`src/rtl/mc_pkg.sv`:
```
// mc_pkg: shared encodings for the multi-cycle MIPS-subset controller.
//   - FSM state encodings (also exported on mc_ctrl.state for debug)
//   - opcode / funct constants of the supported instruction subset
//   - select encodings for npcop, alu_op, ext_op, rf_wsel, wd_sel
//   - one-hot instruction class produced by mc_decode
package mc_pkg;

   typedef enum logic [2:0] {
      S_FETCH  = 3'd0,
      S_DECODE = 3'd1,
      S_EXE    = 3'd2,
      S_MEM    = 3'd3,
      S_WB     = 3'd4
   } state_t;

   localparam logic [5:0] OP_RTYPE = 6'b000000;
   localparam logic [5:0] OP_ORI   = 6'b001101;
   localparam logic [5:0] OP_LUI   = 6'b001111;
   localparam logic [5:0] OP_LW    = 6'b100011;
   localparam logic [5:0] OP_SW    = 6'b101011;
   localparam logic [5:0] OP_BEQ   = 6'b000100;
   localparam logic [5:0] OP_J     = 6'b000010;
   localparam logic [5:0] OP_JAL   = 6'b000011;

   localparam logic [5:0] FN_ADDU  = 6'b100001;
   localparam logic [5:0] FN_SUBU  = 6'b100011;
   localparam logic [5:0] FN_JR    = 6'b001000;

   localparam logic [1:0] NPC_PC4  = 2'b00;
   localparam logic [1:0] NPC_BEQ  = 2'b01;
   localparam logic [1:0] NPC_J    = 2'b10;
   localparam logic [1:0] NPC_JR   = 2'b11;

   localparam logic [1:0] ALU_ADD  = 2'b00;
   localparam logic [1:0] ALU_SUB  = 2'b01;
   localparam logic [1:0] ALU_OR   = 2'b10;
   localparam logic [1:0] ALU_LUI  = 2'b11;

   localparam logic [1:0] EXT_ZERO = 2'b00;
   localparam logic [1:0] EXT_SIGN = 2'b01;
   localparam logic [1:0] EXT_HI   = 2'b10;

   localparam logic [1:0] WSEL_RT  = 2'b00;
   localparam logic [1:0] WSEL_RD  = 2'b01;
   localparam logic [1:0] WSEL_RA  = 2'b10;

   localparam logic [1:0] WD_ALU   = 2'b00;
   localparam logic [1:0] WD_MEM   = 2'b01;
   localparam logic [1:0] WD_PC4   = 2'b10;

   // Exactly one field is set for any (op, funct).
   typedef struct packed {
      logic rtype_alu;
      logic ori;
      logic lui;
      logic lw;
      logic sw;
      logic beq;
      logic j;
      logic jal;
      logic jr;
      logic illegal;
   } iclass_t;

endpackage

```
`src/rtl/mc_ctrl_decode.sv`:
```
// mc_decode: combinational instruction classifier.
//   op    in  6 : IR[31:26]
//   funct in  6 : IR[5:0] (only meaningful for R-type)
//   ic    out   : one-hot instruction class
module mc_decode
   import mc_pkg::*;
(
   input  logic [5:0] op,
   input  logic [5:0] funct,
   output iclass_t    ic
);

   always_comb begin
      ic = '0;
      case (op)
         OP_RTYPE: begin
            case (funct)
               FN_ADDU, FN_SUBU: ic.rtype_alu = 1'b1;
               FN_JR:            ic.jr        = 1'b1;
               default:          ic.illegal   = 1'b1;
            endcase
         end
         OP_ORI:  ic.ori     = 1'b1;
         OP_LUI:  ic.lui     = 1'b1;
         OP_LW:   ic.lw      = 1'b1;
         OP_SW:   ic.sw      = 1'b1;
         OP_BEQ:  ic.beq     = 1'b1;
         OP_J:    ic.j       = 1'b1;
         OP_JAL:  ic.jal     = 1'b1;
         default: ic.illegal = 1'b1;
      endcase
   end

endmodule

```
`src/rtl/mc_ctrl.sv`:
```
// mc_ctrl: multi-cycle control FSM (FETCH/DECODE/EXE/MEM/WB).
//   clk, rst         : clock, synchronous active-high reset
//   op, funct        : instruction fields from IR
//   zero             : ALU zero flag (consumed by the NPC unit, not here)
//   mem_rdy          : memory access completes in a cycle with mem_rdy=1
//   pc_we, npcop     : PC load and next-PC select (one pc_we per instruction)
//   ir_we            : IR load
//   rf_we, rf_wsel, wd_sel : register file write enable / address / data selects
//   alu_op, alu_bsrc, ext_op : ALU and extender selects
//   dm_we            : data memory write
//   illegal          : one-cycle pulse on unsupported op/funct
//   state            : current FSM state for debug
module mc_ctrl
   import mc_pkg::*;
(
   input  logic       clk,
   input  logic       rst,
   input  logic [5:0] op,
   input  logic [5:0] funct,
   input  logic       zero,
   input  logic       mem_rdy,
   output logic       pc_we,
   output logic [1:0] npcop,
   output logic       ir_we,
   output logic       rf_we,
   output logic [1:0] rf_wsel,
   output logic [1:0] wd_sel,
   output logic [1:0] alu_op,
   output logic       alu_bsrc,
   output logic [1:0] ext_op,
   output logic       dm_we,
   output logic       illegal,
   output logic [2:0] state
);

   state_t  state_q, state_d;
   iclass_t ic;

   // Branch resolution happens in the NPC unit; zero is a pass-through here.
   logic unused_zero;
   assign unused_zero = zero;

   mc_decode u_decode (
      .op    (op),
      .funct (funct),
      .ic    (ic)
   );

   // ALU/extender selects for the current instruction. Driven from EXE
   // through WB so the datapath result stays stable until write-back.
   logic [1:0] alu_op_i;
   logic       alu_bsrc_i;
   logic [1:0] ext_op_i;

   always_comb begin
      alu_op_i   = ALU_ADD;
      alu_bsrc_i = 1'b0;
      ext_op_i   = EXT_ZERO;
      if (ic.rtype_alu) begin
         alu_op_i = (funct == FN_SUBU) ? ALU_SUB : ALU_ADD;
      end else if (ic.ori) begin
         alu_op_i   = ALU_OR;
         alu_bsrc_i = 1'b1;
      end else if (ic.lui) begin
         alu_op_i   = ALU_LUI;
         alu_bsrc_i = 1'b1;
         ext_op_i   = EXT_HI;
      end else if (ic.lw || ic.sw) begin
         alu_bsrc_i = 1'b1;
         ext_op_i   = EXT_SIGN;
      end else if (ic.beq) begin
         alu_op_i = ALU_SUB;
      end
   end

   always_ff @(posedge clk) begin
      if (rst) state_q <= S_FETCH;
      else     state_q <= state_d;
   end

   always_comb begin
      state_d  = S_FETCH;
      pc_we    = 1'b0;
      npcop    = NPC_PC4;
      ir_we    = 1'b0;
      rf_we    = 1'b0;
      rf_wsel  = WSEL_RT;
      wd_sel   = WD_ALU;
      alu_op   = ALU_ADD;
      alu_bsrc = 1'b0;
      ext_op   = EXT_ZERO;
      dm_we    = 1'b0;
      illegal  = 1'b0;
      // All outputs are forced low while rst is high so an in-flight
      // access is dropped rather than committed.
      if (!rst) begin
         case (state_q)
            S_FETCH: begin
               ir_we   = mem_rdy;
               state_d = mem_rdy ? S_DECODE : S_FETCH;
            end
            S_DECODE: begin
               state_d = S_EXE;
               if (ic.j || ic.jal) begin
                  pc_we   = 1'b1;
                  npcop   = NPC_J;
                  state_d = S_FETCH;
                  if (ic.jal) begin
                     rf_we   = 1'b1;
                     rf_wsel = WSEL_RA;
                     wd_sel  = WD_PC4;
                  end
               end else if (ic.jr) begin
                  pc_we   = 1'b1;
                  npcop   = NPC_JR;
                  state_d = S_FETCH;
               end else if (ic.illegal) begin
                  illegal = 1'b1;
                  pc_we   = 1'b1;
                  state_d = S_FETCH;
               end
            end
            S_EXE: begin
               alu_op   = alu_op_i;
               alu_bsrc = alu_bsrc_i;
               ext_op   = ext_op_i;
               if (ic.beq) begin
                  pc_we   = 1'b1;
                  npcop   = NPC_BEQ;
                  state_d = S_FETCH;
               end else if (ic.lw || ic.sw) begin
                  state_d = S_MEM;
               end else begin
                  state_d = S_WB;
               end
            end
            S_MEM: begin
               alu_op   = alu_op_i;
               alu_bsrc = alu_bsrc_i;
               ext_op   = ext_op_i;
               if (ic.sw) begin
                  dm_we = mem_rdy;
                  pc_we = mem_rdy;
               end
               if (!mem_rdy)   state_d = S_MEM;
               else if (ic.lw) state_d = S_WB;
               else            state_d = S_FETCH;
            end
            S_WB: begin
               alu_op   = alu_op_i;
               alu_bsrc = alu_bsrc_i;
               ext_op   = ext_op_i;
               rf_we    = 1'b1;
               pc_we    = 1'b1;
               rf_wsel  = ic.rtype_alu ? WSEL_RD : WSEL_RT;
               wd_sel   = ic.lw ? WD_MEM : WD_ALU;
               state_d  = S_FETCH;
            end
            default: state_d = S_FETCH;
         endcase
      end
   end

   assign state = state_q;

endmodule

```
`config.mk`:
```
export PLATFORM = sky130hd
export DESIGN_NAME = mc_ctrl
export DESIGN_NICKNAME = d
export VERILOG_FILES = /design/src/rtl/mc_pkg.sv /design/src/rtl/mc_ctrl_decode.sv /design/src/rtl/mc_ctrl.sv
export SDC_FILE = /design/constraint.sdc
export NUM_CORES = 1
export LEC_CHECK = 0
export BUFFER_PORTS_ARGS = -buffer_cell sky130_fd_sc_hd__buf_4
export CORE_AREA = 2 2 41 46
export CTS_BUF_LIST = sky130_fd_sc_hd__clkbuf_8
export DETAILED_ROUTE_END_ITERATION = 6
export DIE_AREA = 0 0 43 48
export PLACE_DENSITY = 0.8
export SYNTH_ARGS = -nofsm -noshare
export SYNTH_HDL_FRONTEND = slang
export SYNTH_HIERARCHICAL = 1
export SYNTH_SLANG_ARGS = --single-unit
```
`constraint.sdc`:
```
create_clock -name clk -period 2.25 [get_ports clk]
set_clock_uncertainty 0.2 [all_clocks]
set_input_delay 0.1125 -clock clk [delete_from_list [all_inputs] [get_ports clk]]
set_output_delay 0.1125 -clock clk [all_outputs]
set_load 0.02 [all_outputs]
```
==> impl_results.md <==
* Fin nets at 163
* Final HPWL DP at 1710 um
* Total power per unit cell area at 274 mW/mm2
* Sw Ratio at 0.292
* Syn Inst Count at 94
* Cell row count at 15
* Status: finished with violations
* Synth area leaders: dfxtp_1 10%, nor2_1 8.1%, nor4_1 6.2%, a21oi_1 5.0%, nand3_1 5.0%
* Compound-gate portion of the synthesized area at 0.199
* Yosys warnings at 6
* P_leak at 0.509 nW
* Die Height at 48 um
* Clk pwr share at 0.488
* Crit-path cells: buf_6 -> or4_4 -> or3_4 -> nor4_4 -> nor3_2 -> a2111o_1 -> a311oi_4 -> buf_6
* WL final at 2280 um
* Maximum clock frequency at between 300 and 400 MHz
* Sequential-to-total area share from yosys stat at 0.0996
* Sink Count at 3
* Data arrival time of the worst path at 2.20 ns
* Die area at 0.00206 mm2
* Final Hold Fails at 0
* Clock Path Buffers at 2
* DRT Pass-1 Iters at 4
* Setup-failing EPs final at 6
* Htree depth at 1
* Logic pwr share at 0.323
* Violated checks: setup timing
* Mapped cell area at 603 um2
* Vias in the first global route at 806
* Final Cycle Share at 1.11
* Largest net degree at the start of global routing at 12
* Gr usage total at 0.219
* Pint at 0.220 mW
* Critical path's top delay family: simple AND/OR/NAND/NOR gates
* Core ar. at 0.00158 mm2
* P_sw at 0.0909 mW
* First-pass GRT wire length at 3410 um
* IO Count at 35
* Max reg flops at 3
* Worst slew pin tran at 0.540 ns
* Hold Buf Count CTS at 0
* GRT overflow at 0
* Routability Congestion at 0.868
* Total power at 0.311 mW
* Post-detailed-route via-to-cell ratio at 5.74
* Layout cells sized above 1 at 0.534
* Minimum clock period at 2.51 ns
* Setup WS pre-CTS at -0.328 ns
* Die width at 43 um
* WL/cell at roughly 14 um
* CTS tree: done
* Post-synthesis xor/xnor area fraction at 0.0145
* Critical path data required time at 1.94 ns
* Slowest cell on the critical path: or4_4
* Critical path launch point type: primary input
* Slew Limit Fails at 0
* Synth Area in Adders at 0
* Flop and latch count out of synthesis at 3
* Post-Synth Simple-Gate Area at 0.591
* EDFF count, synth at 0
* Via Count at 936
* Critical path fanouts, max at 3
* Final setup margin at -0.258 ns
* Sequential fraction of design power at 0.189
* Antenna cells at 0
* Iter 0 DRT Violations at 23
* HP Class: primary input to flop
* Syn_area_per_cell at about 6.4 um2
* Reg-to-reg setup timing slack at 0.72 ns
* Largest area contributor in the netlist: dfxtp_1
* Max VDD drop at 366 uV
* Syn nets at 110
* Area Growth Syn to Fin at 88.2%
* Yosys top cell area share at 0.0996
* Critical path capture point type: output pin
* Clock root cell: clkbuf_8
* Fillers at 128
* WS Path Type: primary input to output pin
* Clock latency on the worst-skew pair at 0.22 ns
* Distinct cell type count after synthesis at 39
* CP dominant cell by count: buf_6
* Post-synthesis async set-or-reset flop share at 0
* Main synth FF type: dfxtp_1
* Initial core utilization at 0.383
* Rel. slew slack at 0.637
* RSZ-0062 raised after global routing: true
* Detail Route Antenna Nets at 0
* Clock-pin slew on the worst setup and hold paths at ~0.03 ns
* Total CTS buffers at 3
* Buffers and inverters on the worst path at 2
* # DRC at 0
* Max stage delay on crit path at 0.52 ns
* Initial antenna violation count at 0
* Post-synthesis mux area share at 0
* Largest family of logic cells by synthesized area: simple AND/OR/NAND/NOR gates
* Number of port buffers at 33
* Max Cap Viol at 0
metrics by stage:
stage | cells | cell area (um2) | utilization | hold WS, ns | setup TNS, ns
2_1_floorplan | 94 | 647 | - | 0.0556 | -0.128
3_3_place_gp | 156 | 1020 | 0.644 | 0.228 | -0.987
3_5_place_dp | 156 | 1020 | 0.644 | 0.232 | -1.12
4_1_cts | 162 | 1110 | 0.705 | 0.0183 | -1.24
5_1_grt | 163 | 1130 | 0.720 | 0.0356 | -1.44
6_report | 163 | 1130 | 0.720 | 0.0230 | -0.988
cell type report:
type,instances,area [um2],share of cell area
Inverter,6,22.5,0.0198
Tap cell,17,21.3,0.0187
Sequential cell,3,60.1,0.0529
Timing Repair Buffer,54,420,0.370
Clock buffer,3,41.3,0.0364
Clock inverter,1,3.75,0.00331
Multi-Input combinational cell,79,566,0.498
cell usage after synthesis (all sizes together), types with 2 or more instances:
| master | instances |
|---|---|
| a21oi | 6 |
| a31oi | 2 |
| and2 | 2 |
| and2b | 2 |
| and3 | 2 |
| buf | 5 |
| dfxtp | 3 |
| inv | 6 |
| nand2 | 7 |
| nand3 | 6 |
| nand4 | 3 |
| nor2 | 13 |
| nor3 | 5 |
| nor3b | 4 |
| nor4 | 6 |
| nor4b | 2 |
| o21ai | 2 |
| or2 | 2 |
metal layers:
| layer | vias to the layer above | global-route usage | share of wire |
|---|---|---|---|
| li1 | 455 | - | - |
| met1 | 430 | 0.249 | 0.40 |
| met2 | 43 | 0.424 | 0.51 |
| met3 | 8 | 0.0491 | 0.063 |
| met4 | 0 | 0.0485 | 0.021 |
| met5 | - | 0 | 0 |
final timing paths:
kind / startpoint / to / cells past startpoint
min reg2reg: state[0]$_SDFF_PP0_ / state[2]$_SDFF_PP0_ / 2
max: op[5] / pc_we / 8
max reg2reg: state[2]$_SDFF_PP0_ / state[1]$_SDFF_PP0_ / 3
min: mem_rdy / state[0]$_SDFF_PP0_ / 3
cell families after synthesis:
| family | Yosys count |
|---|---|
| flip-flops | 3 |
| AO/OA/AOI/OAI | 18 |
| XOR/XNOR | 1 |
| buffers and inverters | 12 |
| AND/OR/NAND/NOR | 60 |
cells in the final DEF, fill, tap and decap left out, types with 2 or more instances in the layout:
master and count:
a21oi_1 5, a31oi_1 2, and2_1 2, buf_4 50, buf_6 4, clkbuf_8 3, dfxtp_1 3, inv_1 6
nand2_1 7, nand3_1 6, nand4_1 3, nor2_1 12, nor3_1 4, nor3b_1 2, nor3b_2 2, nor4_1 3
nor4_4 2, or2_2 2
repair_timing:
item / in CTS / in global routing
hold endpoints to repair: 0 / 0
setup endpoints to repair: 7 / 8
setup buffers: 2 / 1
pin swaps: 7 / 4
gates resized for setup: 8 / 5
power groups by stage:
stage / logic (mW) / clock network (mW) / registers [mW]
after floorplan: 0.0412 / 0 / 0.0580
after global placement: 0.0898 / 0 / 0.0590
after detailed placement: 0.0924 / 0 / 0.0595
after CTS: 0.0971 / 0.154 / 0.0587
after global routing: 0.109 / 0.162 / 0.0591
final: 0.101 / 0.152 / 0.0588
tightest hold or removal path, stage by stage:
cell,delay [ns]
buf_4,0.12
nand2_1,0.07
a31oi_1,0.07
Power figures use the tool's default switching activity.
